<file path="src/rtl/bos_link_pkg.sv">
// Shared uplink framing definitions: header byte, arbiter FSM states and the
// channel-index width helper also used by the PC command decoder.
package bos_link_pkg;

   localparam logic [7:0] LINK_HDR = 8'hAA;

   typedef enum logic [2:0] {
      IDLE,
      S_HDR,
      S_ADDR,
      S_RD,
      S_FETCH,
      S_DATA,
      S_LEN,
      S_CSUM
   } link_state_t;

   // Bits needed to index n channels; never below 1 so a 1-channel build still has a port.
   function automatic int unsigned ch_w(input int unsigned n);
      return (n > 1) ? $clog2(n) : 1;
   endfunction

endpackage

</file>
<file path="src/rtl/rr_arbiter.sv">
// Round-robin pick: first requesting channel at or after ptr, wrapping.
// Purely combinational; the caller registers whatever it keeps.
module rr_arbiter
   import bos_link_pkg::*;
#(
   parameter int unsigned N_CH = 5,
   localparam int unsigned CH_W = ch_w(N_CH)
) (
   input  logic [N_CH-1:0] req,
   input  logic [CH_W-1:0] ptr,
   input  logic            en,
   output logic [CH_W-1:0] gnt_idx,
   output logic            gnt_valid
);

   int unsigned idx;

   always_comb begin
      gnt_idx   = '0;
      gnt_valid = 1'b0;
      idx       = 0;
      for (int unsigned k = 0; k < N_CH; k++) begin
         idx = (32'(ptr) + k) % N_CH;
         if (en && !gnt_valid && req[idx]) begin
            gnt_valid = 1'b1;
            gnt_idx   = CH_W'(idx);
         end
      end
   end

endmodule

</file>
<file path="src/rtl/uplink_msg_arbiter.sv">
// Drains one requesting channel at a time into an uplink frame:
// HDR, ADDR, payload (1..MAX_LEN bytes), LEN, CSUM (XOR of ADDR..LEN).
module uplink_msg_arbiter
   import bos_link_pkg::*;
#(
   parameter int unsigned N_CH    = 5,
   parameter int unsigned MAX_LEN = 255,
   parameter logic [7:0]  HDR     = LINK_HDR,
   localparam int unsigned CH_W   = ch_w(N_CH)
) (
   input  logic              sys_clk,
   input  logic              rst,
   input  logic [N_CH-1:0]   have_msg_bus,
   input  logic [8*N_CH-1:0] slave_data_bus,
   output logic [N_CH-1:0]   rdreq_bus,
   output logic [7:0]        tx_data,
   output logic              tx_valid,
   input  logic              tx_ready,
   output logic              busy,
   output logic [CH_W-1:0]   cur_ch
);

   localparam logic [8:0] LEN_LIM = 9'(MAX_LEN);

   link_state_t     state_q, state_d;
   logic [CH_W-1:0] ptr_q, ptr_d;
   logic [7:0]      count_q, count_d;
   logic [7:0]      csum_q, csum_d;
   logic [N_CH-1:0] rdreq_d;
   logic [7:0]      tx_data_d;
   logic            tx_valid_d;
   logic [CH_W-1:0] cur_ch_d;

   logic [CH_W-1:0] gnt_idx;
   logic            gnt_valid;
   logic            accept;
   logic            have_cur;
   logic [8:0]      count_inc;
   logic [N_CH-1:0] ch_onehot;
   logic [7:0]      slave_byte [N_CH];

   for (genvar g = 0; g < N_CH; g++) begin : g_byte
      assign slave_byte[g] = slave_data_bus[8*g +: 8];
   end

   assign accept    = tx_valid & tx_ready;
   assign have_cur  = have_msg_bus[cur_ch];
   assign count_inc = 9'(count_q) + 9'd1;
   assign ch_onehot = N_CH'(1) << cur_ch;

   rr_arbiter #(.N_CH(N_CH)) u_rr (
      .req       (have_msg_bus),
      .ptr       (ptr_q),
      .en        (state_q == IDLE),
      .gnt_idx   (gnt_idx),
      .gnt_valid (gnt_valid)
   );

   // rdreq is decided on the cycle that leaves ADDR/DATA so the registered
   // strobe lands in S_RD and the FIFO byte is ready during S_FETCH.
   always_comb begin
      state_d    = state_q;
      ptr_d      = ptr_q;
      count_d    = count_q;
      csum_d     = csum_q;
      rdreq_d    = '0;
      tx_data_d  = tx_data;
      tx_valid_d = tx_valid;
      cur_ch_d   = cur_ch;
      case (state_q)
         IDLE: begin
            if (gnt_valid) begin
               cur_ch_d   = gnt_idx;
               count_d    = '0;
               csum_d     = '0;
               tx_data_d  = HDR;
               tx_valid_d = 1'b1;
               state_d    = S_HDR;
            end
         end
         S_HDR: begin
            if (accept) begin
               tx_data_d = 8'(cur_ch);
               state_d   = S_ADDR;
            end
         end
         S_ADDR: begin
            if (accept) begin
               csum_d     = csum_q ^ tx_data;
               tx_valid_d = 1'b0;
               state_d    = S_RD;
               if (have_cur && (9'(count_q) < LEN_LIM)) rdreq_d = ch_onehot;
            end
         end
         S_RD: begin
            if (|rdreq_bus) begin
               state_d = S_FETCH;
            end else begin
               tx_data_d  = count_q;
               tx_valid_d = 1'b1;
               state_d    = S_LEN;
            end
         end
         S_FETCH: begin
            tx_data_d  = slave_byte[cur_ch];
            tx_valid_d = 1'b1;
            state_d    = S_DATA;
         end
         S_DATA: begin
            if (accept) begin
               csum_d     = csum_q ^ tx_data;
               count_d    = count_inc[7:0];
               tx_valid_d = 1'b0;
               state_d    = S_RD;
               if (have_cur && (count_inc < LEN_LIM)) rdreq_d = ch_onehot;
            end
         end
         S_LEN: begin
            if (accept) begin
               csum_d    = csum_q ^ count_q;
               tx_data_d = csum_q ^ count_q;
               state_d   = S_CSUM;
            end
         end
         S_CSUM: begin
            if (accept) begin
               tx_valid_d = 1'b0;
               ptr_d      = (cur_ch == CH_W'(N_CH - 1)) ? '0 : cur_ch + CH_W'(1);
               state_d    = IDLE;
            end
         end
         default: state_d = IDLE;
      endcase
   end

   always_ff @(posedge sys_clk) begin
      if (rst) begin
         state_q   <= IDLE;
         ptr_q     <= '0;
         count_q   <= '0;
         csum_q    <= '0;
         rdreq_bus <= '0;
         tx_data   <= '0;
         tx_valid  <= 1'b0;
         busy      <= 1'b0;
         cur_ch    <= '0;
      end else begin
         state_q   <= state_d;
         ptr_q     <= ptr_d;
         count_q   <= count_d;
         csum_q    <= csum_d;
         rdreq_bus <= rdreq_d;
         tx_data   <= tx_data_d;
         tx_valid  <= tx_valid_d;
         busy      <= (state_d != IDLE);
         cur_ch    <= cur_ch_d;
      end
   end

endmodule

</file>
<file path="config.mk">
export PLATFORM = sky130hd
export DESIGN_NAME = uplink_msg_arbiter
export DESIGN_NICKNAME = d
export VERILOG_FILES = /design/src/rtl/bos_link_pkg.sv /design/src/rtl/rr_arbiter.sv /design/src/rtl/uplink_msg_arbiter.sv
export SDC_FILE = /design/constraint.sdc
export NUM_CORES = 1
export LEC_CHECK = 0
export CORE_ASPECT_RATIO = 0.5
export CORE_MARGIN = 4
export CORE_UTILIZATION = 47
export CTS_BUF_LIST = sky130_fd_sc_hd__clkbuf_8 sky130_fd_sc_hd__clkbuf_16
export DETAILED_ROUTE_END_ITERATION = 7
export HOLD_SLACK_MARGIN = 0.05
export PLACE_DENSITY_LB_ADDON = 0.2
export SYNTH_ARGS = -nofsm -noshare
export SYNTH_HDL_FRONTEND = slang
export SYNTH_HIERARCHICAL = 1
export SYNTH_SLANG_ARGS = --single-unit
</file>
<file path="constraint.sdc">
create_clock -name sys_clk -period 5.3 [get_ports sys_clk]
set_input_delay 1.325 -clock sys_clk [delete_from_list [all_inputs] [get_ports sys_clk]]
set_output_delay 1.325 -clock sys_clk [all_outputs]
set_load 0.01 [all_outputs]
</file>
==> flow_summary.ini, run 1 <==
[synthesis]
synth_ff_type = dfxtp_1
syn_area_sq_um = 4400
synth-edff-count = 0
synthArstFlopShare_pct = 0
syn_avg_cell_area_sq_um = 7.74
synth.distinct_cells = 84
yosysSeqAreaShare_pct = 18.2
ys_ff_latch = 40
yosys_warnings = 6
syn_inst = 569
syn-num-nets = 638

[setup_path]
critPathTopFamily = compound AO/OA/AOI/OAI gates
cpMaxStageDelayCell = dfxtp_1
crit_path_end_kind = register
reg2reg_depth = 21
cp.arrival_ps = 5000
crit_chain = inv_1 > ha_1 > inv_1 > ha_1 > inv_1 > ha_1 > inv_1 > ha_1 > nor2b_1 > o21ai_0 > a311oi_1 > o22ai_1 > o2111ai_1 > o21ai_0 > nor3_1 > o21ai_1 > o21bai_1 > a21o_1 > o211ai_2 > or2_2 > a21oi_1
rr_endpoint = tx_data[6]$_SDFFE_PP0P_
r2r-start = ptr_q[1]$_SDFFE_PP0P_
slowest_delay_ps = 550
crit_required_ps = 5520
crit_cells = 21
regToRegSetupSlack_ps = 530
crit_buf_inv = 4
crit_fanout = 10
startpoint_type = register
critPathKind = register to register

[grt]
grt_util_all_layers_pct = 22.7
gr-total-overflow = 0
grt_max_degree = 38
first_global_vias = 4105
grt_antenna_before_repair = 0
grt_first_pass_wirelength_mm = 20.9

[sta]
hold_slack_ps = 522
final-hold-violation-count = 0
slew_viol_final = 0
rsz0062_at_grt = no
setup_viol = 0
relSlewSlack_pct = 41.0
finalCriticalPeriod_ps = 4770
tns_ps = 0
fmax_mhz = 209
fin_skew_ps = 8.24
worst_pin_slew_ps = 884
finalCritPeriodShare_pct = 90.1

[clock_tree]
numCtsBuffers = 5
cts_root_buffer = clkbuf_16
clk_latency_ps = 290
cts_sinks = 40
cts_tree = done
postCtsSetupBuffers = 0
clk_path_buf_depth = 2
clk_pin_slew_ps = 60
htree_levels = 2

[min_path]
hp-start = csum_q[1]$_SDFFE_PP0P_
worstHoldPathType = register to register
hold_end = csum_q[1]$_SDFFE_PP0P_
hold_depth = 2

[route]
drc_errors = 0
drt_first_pass_iters = 5
wl_mm = 12.9
num_vias = 4420
via_per_inst = 6.07
antenna_left = 0
wire_per_inst_um = 17.7
drt_iter0_markers = 388

[cells_and_area]
drive_above_1_share_pct = 8.18
num-nets-final = 679
area_growth_syn_to_layout_pct = 18.5
final_util_pct = 58.5
n_antenna_cell = 0

[floorplanning]
die_area_sq_um = 11100
start_util_pct = 49.4
die_w_um = 145
io_pins = 66
die_h_um = 76.4
rows = 24
core_sq_um = 8920

[placement]
hpwl_mm = 9.40
place.gp.congestion = 0.905
port_buffers = 65

[power]
p_leak_nw = 1.75
powerDensity_nw_per_um2 = 217
ir_worst_vdd_v = 0.000173

[outcome]
outcome = complete, no violations

[run]
drv_cap = 0
## where the power goes
group | switching [mW] | total (mW) | internal [mW]
registers | 0.0524 | 0.379 | 0.326
logic | 0.226 | 0.409 | 0.183
clock network | 0.123 | 0.343 | 0.220
total | 0.402 | 1.13 | 0.729
## Yosys cell counts (all sizes together), types with 3 or more instances
cell | instances | area share, %
nand2b | 16 | 2.4
or2 | 6 | 0.85
mux2i | 37 | 8.4
o32ai | 9 | 1.8
a22oi | 4 | 0.68
nor4b | 4 | 0.80
o22a | 4 | 0.80
a221o | 3 | 0.68
dfxtp | 40 | 18
a211oi | 5 | 0.85
o21a | 4 | 0.68
or4 | 3 | 0.60
nand4 | 5 | 0.71
ha | 21 | 6.0
nand2 | 32 | 2.8
o211ai | 9 | 1.8
a21oi | 38 | 4.5
o21bai | 3 | 0.51
a31oi | 10 | 1.8
a22o | 3 | 0.60
and3 | 6 | 0.97
inv | 25 | 2.1
a21o | 7 | 1.2
o21ai | 39 | 4.4
nor3b | 13 | 2.3
nor3 | 19 | 2.4
and2 | 3 | 0.43
nor2 | 49 | 4.4
nand3 | 14 | 2.0
a311oi | 14 | 2.9
o221ai | 3 | 0.60
o22ai | 5 | 0.85
buf | 25 | 3.4
nor4 | 5 | 0.71
nand3b | 7 | 1.3
xnor2 | 15 | 3.6
clkbuf | 14 | 1.2
nor2b | 15 | 2.1
## tightest hold or removal path: stages, from the launching register on
cell and delay (ps):
dfxtp_1 340, o21ai_0 80, a21oi_1 60
## timing repair
action / CTS / global route
endpoints found under the hold margin: 0 / 0
hold buffers: 0 / 0
endpoints found under the setup margin: 0 / 6
gates resized for setup: 0 / 1
## per-layer routing
| metal | vias up | part of all wire, % | GRT usage (%) |
|---|---|---|---|
| met5 | - | 0 | 0 |
| met4 | 0 | 0.64 | 3.45 |
| met3 | 7 | 3.6 | 3.01 |
| met2 | 101 | 48 | 38.3 |
| met1 | 2091 | 48 | 31.3 |
| li1 | 2221 | - | - |
## flip-flops by register name, summed over array words and instances, names as in the netlist
name and cells:
csum_q 8, busy 1, rdreq_bus 5, state_q 3, count_q 8, tx_data 8, ptr_q 3, cur_ch 3
tx_valid 1
## layout make-up
type | instances | area (sq um)
Tap cell | 117 | 146
Multi-Input combinational cell | 464 | 3300
Clock buffer | 5 | 125
Timing Repair Buffer | 73 | 711
Sequential cell | 40 | 801
Clock inverter | 3 | 38.8
Fill cell | 830 | 3700
Inverter | 26 | 97.6
## how the worst max path moves through the flow
stage	endpoint	slack (ps)	startpoint
after floorplan	tx_data[6]$_SDFFE_PP0P_	650	ptr_q[0]$_SDFFE_PP0P_
after global placement	csum_q[5]$_SDFFE_PP0P_	760	ptr_q[1]$_SDFFE_PP0P_
after detailed placement	tx_data[6]$_SDFFE_PP0P_	580	ptr_q[1]$_SDFFE_PP0P_
after CTS	csum_q[5]$_SDFFE_PP0P_	550	ptr_q[1]$_SDFFE_PP0P_
after global routing	csum_q[0]$_SDFFE_PP0P_	50	ptr_q[1]$_SDFFE_PP0P_
final	tx_data[6]$_SDFFE_PP0P_	530	ptr_q[1]$_SDFFE_PP0P_
## cell families after synthesis
group | synth area share, %
mux | 9.95
fa+ha+maj | 5.97
flops | 18.2
simple gates | 26.1
xor+xnor | 3.78
compound gates | 29.1
buf+inv | 6.88
## through the flow
| step | instance area [sq um] | worst slack (ps) | cells | power, mW |
|---|---|---|---|---|
| 6_report | 5220 | 526 | 728 | 1.13 |
| 4_1_cts | 5220 | 551 | 728 | 1.13 |
| 3_5_place_dp | 5050 | 585 | 720 | 0.784 |
| 3_3_place_gp | 5050 | 762 | 720 | 0.783 |
| 2_1_floorplan | 4400 | 647 | 569 | 0.632 |
| 5_1_grt | 5220 | 53.7 | 728 | 1.19 |
## cells in the final DEF, fill, tap and decap left out, drive strengths merged, types with 6 or more instances in the layout
cell type	count
a311oi	14
inv	26
a21o	7
dfxtp	40
nand3b	7
xnor2	15
nor3	19
a31oi	10
ha	21
nor2	49
nor3b	13
a21oi	38
mux2i	37
nand2b	16
buf	8
o32ai	9
and3	6
o21ai	39
nor2b	15
or2	6
nand3	14
o211ai	9
nand2	32
clkdlybuf4s50	65
Note: power is estimated with default switching activity, not from simulation.
==> run 2: changes to the inputs <==
CORE_UTILIZATION = 50   (was 47)
PLACE_DENSITY = 0.79   (was default)
PLACE_DENSITY_LB_ADDON = default   (was 0.2)
clock period = 4.3 ns   (was 5.3 ns; I/O delays follow)
==> flow_summary.ini, run 2 (synthesis results as in run 1) <==
[outcome]
outcome = complete, no violations

[sta]
slew_viol_final = 0
hold_slack_ps = 519
tns_ps = 0
finalCritPeriodShare_pct = 95.8
fin_ws_ps = 179
finalCriticalPeriod_ps = 4120
fin_skew_ps = 5.51
fmax_mhz = 243
setup_viol = 0
final-hold-violation-count = 0
worst_pin_slew_ps = 1020
relSlewSlack_pct = 31.5

[floorplanning]
die_w_um = 141
io_pins = 66
start_util_pct = 53.1
die_h_um = 74.3
core_sq_um = 8290
rows = 23
die_area_sq_um = 10500

[power]
p_leak_nw = 1.82
powerDensity_nw_per_um2 = 251
total_power_mw = 1.35
ir_worst_vdd_v = 0.000142

[cells_and_area]
stdcell_count = 739
top_regs = count_q x8, csum_q x8, tx_data x8
n_antenna_cell = 0
drive_above_1_share_pct = 12.0
num-nets-final = 696
area_growth_syn_to_layout_pct = 22.0
final_cell_mix = 65 x clkdlybuf4s50_1, 47 x nor2_1, 40 x dfxtp_1, 37 x mux2i_1
final.fill_count = 691
final_common_cell = clkdlybuf4s50_1

[setup_path]
critPathKind = register to register
r2r-start = ptr_q[0]$_SDFFE_PP0P_
startpoint_type = register
crit_required_ps = 4460
reg2reg_depth = 20
regToRegSetupSlack_ps = 180
crit_fanout = 8
rr_endpoint = csum_q[6]$_SDFFE_PP0P_
crit_path_end_kind = register
cp.arrival_ps = 4280

[clock_tree]
clk_pin_slew_ps = 60
ctsHoldBuffers = 0
numCtsBuffers = 5
clk_latency_ps = 290
htree_levels = 2
cts_tree = done
cts_root_buffer = clkbuf_16
clk_path_buf_depth = 2
cts_sinks = 40

[grt]
gr-total-overflow = 0
grt_util_all_layers_pct = 24.3
grt_antenna_before_repair = 0
grt_first_pass_wirelength_mm = 21.0
first_global_vias = 4291
grt_max_degree = 37

[min_path]
worstHoldPathType = register to register
hold_depth = 2
hold_end = csum_q[1]$_SDFFE_PP0P_
hp-start = csum_q[1]$_SDFFE_PP0P_

[placement]
port_buffers = 65
place.gp.congestion = 0.982
dp_cells = 730
dp_slack_ps = 63.5
hpwl_mm = 9.66

[route]
drt_first_pass_iters = 5
antenna_left = 0
drt_iter0_markers = 536
wire_per_inst_um = 17.7
via_per_inst = 6.23
wl_mm = 13.1
num_vias = 4603
drc_errors = 0

[run]
drv_cap = 0
-- run 2: cell types whose count changed in the layout (fill, tap and decap cells not counted), sizes merged --
cell / before / now
buf: 8 / 25
bufinv: 1 / 0
clkinvlp: 0 / 1
inv: 26 / 25
-- run 2: report_power, final --
group / internal [mW] / switching (mW) / total, mW / leakage (nW)
Clock: 0.211 / 0.154 / 0.365 / 0.0657
Combinational: 0.236 / 0.305 / 0.541 / 1.43
Sequential: 0.402 / 0.0384 / 0.441 / 0.325
-- run 2: layout make-up --
cell class / instances / area, sq um / area share (%)
Clock buffer: 5 / 125 / 2.33
Tap cell: 112 / 140 / 2.61
Inverter: 26 / 97.6 / 1.82
Clock inverter: 2 / 12.5 / 0.233
Sequential cell: 40 / 801 / 14.9
Multi-Input combinational cell: 464 / 3350 / 62.4
Timing Repair Buffer: 90 / 842 / 15.7
-- run 2: worst max-delay path by stage --
| stage | start | end | cells after the start | slack [ps] |
|---|---|---|---|---|
| after floorplan | ptr_q[0]$_SDFFE_PP0P_ | tx_data[6]$_SDFFE_PP0P_ | 22 | 30 |
| after global placement | have_msg_bus[2] | tx_data[6]$_SDFFE_PP0P_ | 13 | 90 |
| after detailed placement | have_msg_bus[2] | tx_data[6]$_SDFFE_PP0P_ | 13 | 60 |
| after CTS | ptr_q[1]$_SDFFE_PP0P_ | csum_q[6]$_SDFFE_PP0P_ | 19 | 50 |
| after global routing | ptr_q[0]$_SDFFE_PP0P_ | tx_data[6]$_SDFFE_PP0P_ | 21 | -80 |
| final | ptr_q[0]$_SDFFE_PP0P_ | csum_q[6]$_SDFFE_PP0P_ | 20 | 180 |
-- run 2: worst max-delay path: stages, from the launching register on --
cell and delay [ps]:
dfxtp_1 370, inv_2 60, ha_1 210, inv_1 100, ha_1 240, inv_1 110, ha_1 150, inv_1 40
ha_1 260, nor2b_1 210, o21ai_2 150, a311oi_2 340, o22ai_2 160, o21ai_2 230, nor3_1 80, o21ai_1 240
nand2b_1 130, o21a_1 220, o22a_1 310, o21ai_0 260, a21oi_1 100
-- run 2: through the flow --
stage                     utilization, %  cell area [sq um]
after floorplan                        -               4420
after global placement              62.3               5170
after detailed placement            62.3               5170
after CTS                           64.0               5300
after global routing                64.8               5370
final                               64.8               5370
-- run 2: layer usage --
metal	wire length (um)	vias up	share of wire, %	global-route usage [%]
met5	0	-	0	0
met4	227	0	1.7	7.84
met3	806	25	6.2	3.21
met2	6170	182	47	41.3
met1	5880	2149	45	32.7
li1	-	2247	-	-
-- run 2: timing repair --
item,in CTS,in global routing
setup endpoints to repair,0,29
resized for setup,0,11
buffers inserted,0,2
